## src/rtl/booth_mult_seq_if.sv

```systemverilog
// Operand/product handshake bundle for booth_mult_seq.
// Both channels use valid/ready: a transfer happens on a rising edge where valid && ready.
interface booth_mult_seq_if #(
    parameter int WIDTH = 32
);
    logic                 in_valid;
    logic                 in_ready;
    logic [WIDTH-1:0]     in_a;
    logic [WIDTH-1:0]     in_b;
    logic                 in_signed;
    logic                 out_valid;
    logic                 out_ready;
    logic [2*WIDTH-1:0]   result;
    logic                 busy;
    logic                 done;

    modport master (
        output in_valid, in_a, in_b, in_signed, out_ready,
        input  in_ready, out_valid, result, busy, done
    );

    modport slave (
        input  in_valid, in_a, in_b, in_signed, out_ready,
        output in_ready, out_valid, result, busy, done
    );
endinterface

```

## src/rtl/booth_mult_seq.sv

```systemverilog
// Iterative radix-2 Booth multiplier, one step per clock over a shared add/sub.
// Optional macro BOOTH_EARLY_TERM_EN collapses trailing all-equal multiplier bits into one shift.
module booth_mult_seq #(
    parameter int WIDTH = 32
) (
    input  logic             clk,
    input  logic             rst,
    booth_mult_seq_if.slave  bus,
    output logic [1:0]       state_dbg
);
    localparam int CNT_W = $clog2(WIDTH + 2);

    typedef enum logic [1:0] {
        IDLE = 2'd0,
        BUSY = 2'd1,
        DONE = 2'd2
    } state_t;

    state_t state_q, state_d;

    logic [WIDTH:0]   a_q, q_q, m_q;
    logic             qm1_q;
    logic [CNT_W-1:0] cnt_q;

    logic [WIDTH:0]   a_ext, b_ext, sum, a_step, q_step;
    logic [WIDTH:0]   a_adv, q_adv;
    logic             qm1_adv;
    logic [CNT_W-1:0] cnt_adv;
    logic             last_step;
    logic             accept;

    assign accept = bus.in_valid && (state_q == IDLE);

    // One extra operand bit lets signed and unsigned share the same Booth datapath.
    always_comb begin
        a_ext = bus.in_signed ? {bus.in_a[WIDTH-1], bus.in_a} : {1'b0, bus.in_a};
        b_ext = bus.in_signed ? {bus.in_b[WIDTH-1], bus.in_b} : {1'b0, bus.in_b};
        case ({q_q[0], qm1_q})
            2'b01:   sum = a_q + m_q;
            2'b10:   sum = a_q - m_q;
            default: sum = a_q;
        endcase
        a_step = {sum[WIDTH], sum[WIDTH:1]};
        q_step = {sum[0], q_q[WIDTH:1]};
    end

`ifdef BOOTH_EARLY_TERM_EN
    logic [WIDTH:0]            live_mask;
    logic                      early_term;
    logic signed [2*WIDTH+1:0] aq_jump;

    // Remaining steps are pure shifts when every unconsumed bit equals q_-1.
    always_comb begin
        live_mask = '0;
        for (int i = 0; i <= WIDTH; i++) begin
            live_mask[i] = (CNT_W'(i) < cnt_q);
        end
        early_term = (((q_q & live_mask) == '0) && !qm1_q) ||
                     (((q_q & live_mask) == live_mask) && qm1_q);
        aq_jump    = $signed({a_q, q_q}) >>> cnt_q;
        if (early_term) begin
            a_adv     = aq_jump[2*WIDTH+1:WIDTH+1];
            q_adv     = aq_jump[WIDTH:0];
            qm1_adv   = 1'b0;
            cnt_adv   = '0;
            last_step = 1'b1;
        end else begin
            a_adv     = a_step;
            q_adv     = q_step;
            qm1_adv   = q_q[0];
            cnt_adv   = cnt_q - 1'b1;
            last_step = (cnt_q == CNT_W'(1));
        end
    end
`else
    assign a_adv     = a_step;
    assign q_adv     = q_step;
    assign qm1_adv   = q_q[0];
    assign cnt_adv   = cnt_q - 1'b1;
    assign last_step = (cnt_q == CNT_W'(1));
`endif

    always_ff @(posedge clk or negedge rst) begin
        if (!rst) begin
            state_q <= IDLE;
        end else begin
            state_q <= state_d;
        end
    end

    always_comb begin
        state_d = state_q;
        case (state_q)
            IDLE:    if (accept) state_d = BUSY;
            BUSY:    if (last_step) state_d = DONE;
            DONE:    if (bus.out_ready) state_d = IDLE;
            default: state_d = IDLE;
        endcase
    end

    always_comb begin
        bus.in_ready  = (state_q == IDLE) && rst;
        bus.busy      = (state_q == BUSY);
        bus.out_valid = (state_q == DONE);
        bus.done      = (state_q == DONE) && bus.out_ready;
        bus.result    = (state_q == DONE) ? {a_q[WIDTH-2:0], q_q} : '0;
        state_dbg     = state_q;
    end

    // Datapath registers; operands are only sampled on the accept edge.
    always_ff @(posedge clk or negedge rst) begin
        if (!rst) begin
            a_q   <= '0;
            q_q   <= '0;
            m_q   <= '0;
            qm1_q <= 1'b0;
            cnt_q <= '0;
        end else if (accept) begin
            a_q   <= '0;
            q_q   <= b_ext;
            m_q   <= a_ext;
            qm1_q <= 1'b0;
            cnt_q <= CNT_W'(WIDTH + 1);
        end else if (state_q == BUSY) begin
            a_q   <= a_adv;
            q_q   <= q_adv;
            qm1_q <= qm1_adv;
            cnt_q <= cnt_adv;
        end
    end
endmodule

```

## src/flat_wrapper.sv

```systemverilog
// flat-port wrapper written by rule: the top's interface ports become plain ports
module booth_mult_seq_flat 
#(
    parameter int WIDTH = 32
)
  (clk, rst, state_dbg, bus_in_valid, bus_in_a, bus_in_b, bus_in_signed, bus_out_ready, bus_in_ready, bus_out_valid, bus_result, bus_busy, bus_done);
  booth_mult_seq_if #(.WIDTH(WIDTH)) bus_i ();
  input  logic clk;
  input  logic rst;
  output logic [1:0] state_dbg;
  input wire logic [$bits(bus_i.in_valid)-1:0] bus_in_valid;
  input wire logic [$bits(bus_i.in_a)-1:0] bus_in_a;
  input wire logic [$bits(bus_i.in_b)-1:0] bus_in_b;
  input wire logic [$bits(bus_i.in_signed)-1:0] bus_in_signed;
  input wire logic [$bits(bus_i.out_ready)-1:0] bus_out_ready;
  output wire logic [$bits(bus_i.in_ready)-1:0] bus_in_ready;
  output wire logic [$bits(bus_i.out_valid)-1:0] bus_out_valid;
  output wire logic [$bits(bus_i.result)-1:0] bus_result;
  output wire logic [$bits(bus_i.busy)-1:0] bus_busy;
  output wire logic [$bits(bus_i.done)-1:0] bus_done;
  assign bus_i.in_valid = bus_in_valid;
  assign bus_i.in_a = bus_in_a;
  assign bus_i.in_b = bus_in_b;
  assign bus_i.in_signed = bus_in_signed;
  assign bus_i.out_ready = bus_out_ready;
  assign bus_in_ready = bus_i.in_ready;
  assign bus_out_valid = bus_i.out_valid;
  assign bus_result = bus_i.result;
  assign bus_busy = bus_i.busy;
  assign bus_done = bus_i.done;
  booth_mult_seq #(.WIDTH(WIDTH)) u_core (.clk(clk), .rst(rst), .bus(bus_i), .state_dbg(state_dbg));
endmodule
```

## config.mk

```make
export PLATFORM = sky130hd
export DESIGN_NAME = booth_mult_seq_flat
export DESIGN_NICKNAME = d
export VERILOG_FILES = /design/src/rtl/booth_mult_seq_if.sv /design/src/rtl/booth_mult_seq.sv /design/src/flat_wrapper.sv
export SDC_FILE = /design/constraint.sdc
export NUM_CORES = 1
export LEC_CHECK = 0
export ABC_CLOCK_PERIOD_IN_PS = 7500
export BUFFER_PORTS_ARGS = -buffer_cell sky130_fd_sc_hd__buf_2
export CORE_AREA = 2 2 120 111
export DETAILED_ROUTE_END_ITERATION = 6
export DIE_AREA = 0 0 122 113
export PLACE_DENSITY = 0.85
export REMOVE_ABC_BUFFERS = 1
export SYNTH_ARGS = -nofsm -noshare
export SYNTH_HDL_FRONTEND = slang
export SYNTH_SLANG_ARGS = --single-unit
```

## constraint.sdc

```tcl
create_clock -name clk -period 7.5 [get_ports clk]
set_input_delay 1.5 -clock clk [delete_from_list [all_inputs] [get_ports clk]]
set_output_delay 1.5 -clock clk [all_outputs]
set_load 0.05 [all_outputs]
```

==> results of run 1 <==
[how the worst max path moves through the flow]
stage	cells past startpoint	startpoint	end
finish	13	u_core.m_q[3]	u_core.a_q[24]
global route	13	u_core.m_q[3]	u_core.a_q[24]
CTS	13	u_core.m_q[3]	u_core.a_q[24]
detailed placement	13	u_core.m_q[3]	u_core.a_q[24]
global placement	3	rst	bus_in_ready
floorplan	2	u_core.state_dbg[1]	bus_done
[kinds of logic (layout without fill, tap and decap cells)]
logic type               count (synthesis)  in the layout
multiplexers                            12             12
flip-flops                             107            107
XOR/XNOR                                54             54
buffers and inverters                   75            183
adder cells (fa/ha/maj)                 37             37
AO/OA/AOI/OAI                          266            266
AND/OR/NAND/NOR                        377            377
[placed cells by master (no fill, tap or decap), types with 3 or more instances in the layout]
cell type	count
o21ai_0	92
and2_1	73
dfrtp_1	107
a21oi_1	65
o31ai_1	4
nor2_1	48
nor3_1	17
nor2b_1	5
ha_1	36
and3_1	6
clkbuf_16	9
nor4_1	8
o21bai_1	3
nand2_1	167
o21a_1	5
a222oi_1	4
nand4_1	5
xor2_1	9
a22oi_1	47
inv_8	3
inv_1	21
mux2i_1	11
or3_1	4
buf_4	9
buf_2	137
nand3_1	21
a21o_1	8
or4_1	3
o211ai_1	4
nand2b_1	8
a31oi_1	9
xnor2_1	44
[registers in the layout, indices dropped and copies added (netlist names)]
| register | cells |
|---|---|
| u_core.m_q | 33 |
| u_core.qm1_q | 1 |
| u_core.a_q | 32 |
| u_core.state_dbg | 2 |
| u_core.q_q | 33 |
| u_core.cnt_q | 6 |
[metal layers]
layer	wire length, um	vias to the layer above
li1	-	3474
met1	8760	3289
met2	9250	253
met3	1270	26
met4	301	0
met5	0	-
[worst max-delay path, cell delays in order, from the launching register on]
cell and delay (ns):
dfrtp_1 0.44, or4_4 0.58, nor2_1 0.16, nand2_1 0.14
nor3_2 0.42, a21oi_1 0.14, xnor2_1 0.15, ha_1 0.37
nand2_1 0.14, nor4_1 0.50, nand3_1 0.16, a2111oi_0 0.72
nor3_1 0.09, o31ai_1 0.28
[power groups by stage]
| stage | clock network [mW] | logic [mW] | registers, mW |
|---|---|---|---|
| 2_1_floorplan | 0 | 2.46 | 1.10 |
| 3_3_place_gp | 0 | 3.10 | 1.15 |
| 3_5_place_dp | 0 | 3.16 | 1.16 |
| 4_1_cts | 0.527 | 3.18 | 1.15 |
| 5_1_grt | 0.549 | 3.61 | 1.20 |
| 6_report | 0.520 | 3.22 | 1.16 |
[layout make-up]
type	instances	area [um2]	share of cell area, %
multi-input cells	746	4540	52.9
flip-flops and latches	107	2680	31.2
repair buffers	146	753	8.78
clock buffers	9	225	2.62
well taps	164	205	2.39
clock inverters	7	105	1.22
inverters	21	78.8	0.918
[through the flow]
stage | worst slack, ns | std cells | utilization [%] | hold slack [ns]
6_report | 3.10 | 1200 | 69.0 | 0.500
5_1_grt | 2.83 | 1200 | 69.0 | 0.517
4_1_cts | 3.23 | 1200 | 69.0 | 0.502
3_5_place_dp | 3.36 | 1184 | 66.3 | 0.485
3_3_place_gp | 3.54 | 1184 | 66.3 | 0.477
2_1_floorplan | 2.24 | 874 | - | 0.458
==> reports/metrics.csv, run 1 <==
stage,metric,value,unit
pwr,p_total,4.91,mW
synth,syn_avg_cell_area,8.06,um2
die,rows,39,
job,max_cap_violations,0,
global_route,grt_pass1_wl,31900,um
routing,drcViolationCount,0,
synth,synth-compound-area-share,21.8,%
synth,synth_xor_area_share,6.42,%
clock_network,cts-resized-gates,0,
cells_and_area,fillers,1066,
synth,synth_top_cell_area_share,35.8,%
die,start_util,60.1,%
synth,synth_flop_cell,dfrtp_1,
synth,synthTopCellsByArea,"dfrtp_1 (36%), nand2_1 (8.4%), o21ai_0 (6.2%)",
hold_path,worst_hold_path.endpoint,u_core.m_q[32],
worst_setup_path,worst_setup_path_start_kind,register,
worst_setup_path,cp_data_required_time,7.77,ns
routing,dr.pass1.iters,7,
clock_network,root_buffer,clkbuf_16,
placed_design,placed_cell_area,8250,um2
clock_network,cts_sinks,107,
clock_network,cts_buffers,9,
cells_and_area,n_antenna_cell,0,
synth,synth_top_family_by_area,simple AND/OR/NAND/NOR gates,
worst_setup_path,arrival,4.66,ns
pwr,switching_share,50.8,%
global_route,grt_usage,29.1,%
worst_setup_path,reg2reg_to,u_core.a_q[24],
clock_network,cts_tree,built,
cells_and_area,nNetsFinal,1137,
global_route,gr-max-usage-layer,met2,
hold_path,hp-start,u_core.m_q[32],
routing,vias,7042,
placed_design,hpwl,13900,um
worst_setup_path,timing.rr.start,u_core.m_q[3],
sta,worstMarginPinSlew,1.26,ns
global_route,use_met1,41.0,%
synth,synth.cell_area,7480,um2
synth,synthCells,928,
pwr,power.net_switching,2.49,mW
synth,synth_fa_ha_area_share,6.29,%
worst_setup_path,cp-end-kind,register,
global_route,grt_overflow_total,0,
die,die_height,113,um
global_route,grt_max_degree,70,
synth,synthArstFlopShare,100,%
sta,slew_headroom,16.0,%
clock_network,postCtsHoldBufs,0,
clock_network,htree_levels,3,
hold_path,hold_depth,2,
routing,drt_iter0_drc,543,
clock_network,cts_setup_buffers,0,
hold_path,hold_class,reg2reg,
pwr,p_comb_share,65.7,%
pwr,pwr-share-seq,23.7,%
clock_network,clock_latency,0.37,ns
global_route,gr-usage-met3,4.64,%
sta,fmax,227,MHz
placed_design,portBuffers,138,
synth,synthMuxAreaShare,1.62,%
routing,vias_per_cell,5.87,
synth,synth-edff-count,0,
worst_setup_path,r2r_setup_slack,3.10,ns
worst_setup_path,cp_max_fo,5,
sta,timing.final.crit_share,58.6,%
pwr,internal_power,2.41,mW
synth,seq_area_frac_synth,35.8,%
pwr,p_leak,4.08,nW
sta,finalCriticalPeriod,4.40,ns
pwr,clockPowerShare,10.6,%
synth,yosysWarningCount,0,
global_route,gr-usage-met2,46.4,%
synth,synth_common_cells,"nand2_1 (167), dfrtp_1 (107), o21ai_0 (92), and2_1 (73), a21oi_1 (65)",
routing,antenna_left,0,
die,io-pin-count,139,
pwr,ir_drop,0.347,mV
routing,routed_wl,19600,um
pwr,p_per_area,572,nW/um2
outcome,outcome,completed,
sta,drv_slew,0,
cells_and_area,drive_above_1_share,17.0,%
synth,synth_most_common_cell,nand2_1,
worst_setup_path,r2r_cells,13,
cells_and_area,finish.instance_area,8580,um2
routing,avgRoutedWirePerCell,16.3,um
worst_setup_path,criticalPathCategory,reg2reg,
synth,yosysTopAreaCell,dfrtp_1,
die,core-area,12400,um2
die,die_x,122,um
synth,yosys.area_share.simple,24.3,%
clock_network,clk_pin_slew,0.08,ns
global_route,antenna_found_initial,0,
sta,rsz0062_at_grt,no,
synth,ys_types,60,
synth,synth_seq_cells,107,
global_route,grt_pass1_vias,6421,
clock_network,clockBufferDepth,2,
sta,fin_tns_setup,0,ns
cells_and_area,area_growth,14.8,%
sta,setup_viol,0,
sta,hold_violations,0,
die,dieArea,13800,um2
sta,clock_skew,0.0134,ns
placed_design,gp_routability_congestion,0.957,
(Power assumes the default switching activity.)
==> inputs of run 2 (changes only) <==
--- a/config.mk
+++ b/config.mk
@@ -5,12 +5,13 @@
 export SDC_FILE = /design/constraint.sdc
 export NUM_CORES = 1
 export LEC_CHECK = 0
-export ABC_CLOCK_PERIOD_IN_PS = 7500
+export ABC_AREA = 1
+export ABC_CLOCK_PERIOD_IN_PS = 4000
 export BUFFER_PORTS_ARGS = -buffer_cell sky130_fd_sc_hd__buf_2
-export CORE_AREA = 2 2 120 111
+export CORE_AREA = 2 2 137 126
 export DETAILED_ROUTE_END_ITERATION = 6
-export DIE_AREA = 0 0 122 113
-export PLACE_DENSITY = 0.85
+export DIE_AREA = 0 0 139 128
+export PLACE_DENSITY = 0.77
 export REMOVE_ABC_BUFFERS = 1
 export SYNTH_ARGS = -nofsm -noshare
 export SYNTH_HDL_FRONTEND = slang
==> constraint.sdc (replaced) <==
create_clock -name clk -period 4 [get_ports clk]
set_input_delay 0.8 -clock clk [delete_from_list [all_inputs] [get_ports clk]]
set_output_delay 0.8 -clock clk [all_outputs]
set_load 0.05 [all_outputs]
==> run 2 against run 1 <==
  * Die area increased by 29%
  * Highest routed layer unchanged
  * Sequential share of layout area decreased by 3.2 points
  * Critical path depth increased by 6
  * Flip-flop and latch count unchanged
  * Critical endpoint is now u_core.a_q[28]
  * Setup slack got worse by 2.4 ns
  * Worst hold slack got worse by 0.23 ns
  * Clock skew decreased by 0.0027 ns
  * Maximum frequency increased by 35%
==> reports/metrics.csv, run 2 <==
stage,metric,value,unit,change
synth,synth_common_cells,"nand2_1 (396), inv_1 (260), nor2_1 (143), dfrtp_1 (107), nand3_1 (69)",,
die,rows,45,,+15%
sta,finalCriticalPeriod,3.26,ns,-1.14 ns
synth,synth_most_common_cell,nand2_1,,
clock_network,clk_pin_slew,0.08,ns,about the same
worst_setup_path,timing.rr.start,u_core.qm1_q,,
worst_setup_path,worstPathCellList,inv_1 > ha_1 > inv_2 > a21oi_2 > o21ai_1 > xor2_1 > ha_1 > nand2_1 > inv_1 > nand2_1 > inv_1 > nand2_1 > inv_1 > a21oi_1 > nand2_1 > nand2_1 > nand3_1 > nand2_1 > nand2_1,,
clock_network,postCtsHoldBufs,0,,unchanged
global_route,grt_pass1_vias,8069,,+26%
cells_and_area,mostFrequentLayoutCell,nand2_1,,
synth,synth_top_cell_area_share,32.0,%,-3.8 points
job,max_cap_violations,0,,unchanged
sta,clock_skew,0.0107,ns,-0.00274 ns
die,core-area,16400,um2,+32%
synth,yosysTopAreaCell,dfrtp_1,,
global_route,grt_overflow_total,0,,unchanged
clock_network,htree_levels,3,,unchanged
clock_network,cts-resized-gates,0,,unchanged
die,io-pin-count,139,,unchanged
global_route,grt_max_degree,89,,+27%
hold_path,hold_class,in2async,,
sta,fmax,307,MHz,+35%
synth,synth-compound-area-share,13.5,%,-8.3 points
placed_design,hpwl,18500,um,+32%
die,dieArea,17800,um2,+29%
placed_design,placed_cells_incl_taps,1647,,+39%
synth,seq_area_frac_synth,32.0,%,-3.8 points
global_route,grt_usage,27.4,%,-1.6 points
worst_setup_path,crit_slowest_cell,ha_1,,
sta,timing.final.crit_share,81.4,%,+23 points
cells_and_area,drive_above_1_share,13.7,%,-3.3 points
outcome,outcome,completed,,
clock_network,root_buffer,clkbuf_16,,
clock_network,cts_tree,built,,
worst_setup_path,cp_data_required_time,4.25,ns,-3.52 ns
synth,syn_avg_cell_area,6.31,um2,-22%
synth,yosys.area_share.simple,31.1,%,+6.8 points
sta,setup_viol,0,,unchanged
sta,slew_headroom,30.2,%,+14 points
worst_setup_path,cp_num_buf_inv,5,,+5
routing,drcViolationCount,0,,unchanged
worst_setup_path,reg2reg_to,u_core.a_q[28],,
clock_network,cts_setup_buffers,0,,unchanged
routing,vias_per_cell,5.18,,-12%
worst_setup_path,r2r_setup_slack,0.74,ns,-2.36 ns
clock_network,cts_sinks,107,,unchanged
synth,synth_fa_ha_area_share,5.62,%,-0.68 points
sta,fin_tns_setup,0,ns,unchanged
cells_and_area,area_growth,14.0,%,
clock_network,clock_latency,0.36,ns,about the same
synth,synth_flop_cell,dfrtp_1,,
cells_and_area,nNetsFinal,1553,,+37%
worst_setup_path,critPathMostFrequentCell,nand2_1,,
worst_setup_path,criticalPathCategory,reg2reg,,
routing,vias,8607,,+22%
clock_network,cts_buffers,9,,unchanged
routing,routed_wl,24000,um,+23%
sta,rsz0062_at_grt,no,,
die,start_util,51.0,%,-9.1 points
placed_design,portBuffers,138,,unchanged
worst_setup_path,worst_setup_path_start_kind,register,,
synth,synth_seq_cells,107,,unchanged
synth,synthTopCellsByArea,"dfrtp_1 (32%), nand2_1 (18%), inv_1 (12%)",,
clock_network,clockBufferDepth,2,,unchanged
worst_setup_path,path_delay_family,adder cells,,
synth,synthArstFlopShare,100,%,unchanged
sta,hold_violations,0,,unchanged
worst_setup_path,cp-end-kind,register,,
synth,synth.cell_area,8380,um2,+12%
worst_setup_path,cp_max_fo,27,,+22
cells_and_area,instances_no_fill,1663,,+39%
worst_setup_path,critical_path.max_stage_delay,0.41,ns,-0.31 ns
sta,drv_slew,0,,unchanged
worst_setup_path,r2r_cells,19,,+6
cells_and_area,top_regs,"u_core.m_q x33, u_core.q_q x33, u_core.a_q x32",,
synth,synthMuxAreaShare,0,%,-1.6 points
placed_design,gp_routability_congestion,0.992,,+3.6%
global_route,antenna_found_initial,0,,unchanged
synth,synth-edff-count,0,,unchanged
synth,synthCells,1328,,+43%
routing,dr.pass1.iters,5,,-2
routing,drt_iter0_drc,780,,+44%
routing,avgRoutedWirePerCell,14.4,um,-11%
global_route,grt_pass1_wl,39600,um,+24%
synth,synth_xor_area_share,3.66,%,-2.8 points
cells_and_area,mostFrequentLayoutCells,"nand2_1 (396), inv_1 (259), nor2_1 (143), buf_2 (137), dfrtp_1 (107)",,
sta,worstMarginPinSlew,1.05,ns,-0.209 ns
die,die_x,139,um,+14%
synth,yosysWarningCount,0,,unchanged
worst_setup_path,arrival,3.51,ns,-1.15 ns
routing,antenna_left,0,,unchanged
die,die_height,128,um,+13%
cells_and_area,n_antenna_cell,0,,unchanged
synth,synth_top_family_by_area,simple AND/OR/NAND/NOR gates,,
synth,ys_types,40,,-33%
[run 2: cell types whose count changed after synthesis, sizes merged, moves of 43 or more]
cell   before  now
inv        21  271
xnor2      45    2
nand3      21   71
nor2       48  151
nand2     167  401
and2       73    4
[run 2: layout make-up]
type,count,area [um2]
fill,1603,6890
multi-input combinational,909,4510
sequential,107,2680
inverter,271,1020
timing repair buffer,149,776
tap,211,264
clock buffer,10,239
clock inverter,6,63.8
[run 2: worst max path at each step]
stage,startpoint,endpoint,slack [ns],cells after the start
2_1_floorplan,u_core.state_dbg[1],bus_done,-0.02,4
3_3_place_gp,u_core.qm1_q,u_core.a_q[28],0.90,19
5_1_grt,u_core.qm1_q,u_core.a_q[18],0.45,16
6_report,u_core.qm1_q,u_core.a_q[28],0.74,19
3_5_place_dp,u_core.qm1_q,u_core.a_q[28],0.79,19
4_1_cts,u_core.qm1_q,u_core.a_q[28],0.78,19
[run 2: routing by layer]
metal / track usage (%) / up-vias / part of all wire (%)
li1: - / 4318 / -
met1: 37.1 / 3930 / 45
met2: 46.5 / 331 / 46
met3: 4.30 / 28 / 7.5
met4: 7.13 / 0 / 1.5
met5: 0 / - / 0
[run 2: worst reg2reg max path, stage by stage, from the launching register on]
cell and delay (ns):
dfrtp_1 0.37, inv_1 0.08, ha_1 0.41, inv_2 0.31
a21oi_2 0.28, o21ai_1 0.14, xor2_1 0.18, ha_1 0.35
nand2_1 0.14, inv_1 0.07, nand2_1 0.09, inv_1 0.06
nand2_1 0.07, inv_1 0.04, a21oi_1 0.22, nand2_1 0.08
nand2_1 0.06, nand3_1 0.06, nand2_1 0.10, nand2_1 0.05
[run 2: through the flow]
step                      instance area, um2  utilization [%]  hold WS [ns]  setup WS [ns]
after floorplan                         8210                -         0.456        -0.0213
after global placement                  9250             56.3         0.475          0.902
after detailed placement                9250             56.3         0.486          0.791
after CTS                               9550             58.1         0.262          0.784
after global routing                    9550             58.1         0.260          0.451
final                                   9550             58.1         0.275          0.744
[run 2: kinds of logic after synthesis]
| family | after synthesis |
|---|---|
| compound gates | 196 |
| xor+xnor | 35 |
| fa+ha+maj | 37 |
| buf+inv | 312 |
| flops | 107 |
| simple gates | 641 |
Power of run 2 is not shown: default switching activity piles up to over one toggle a cycle in this logic, so the estimate is an artifact.
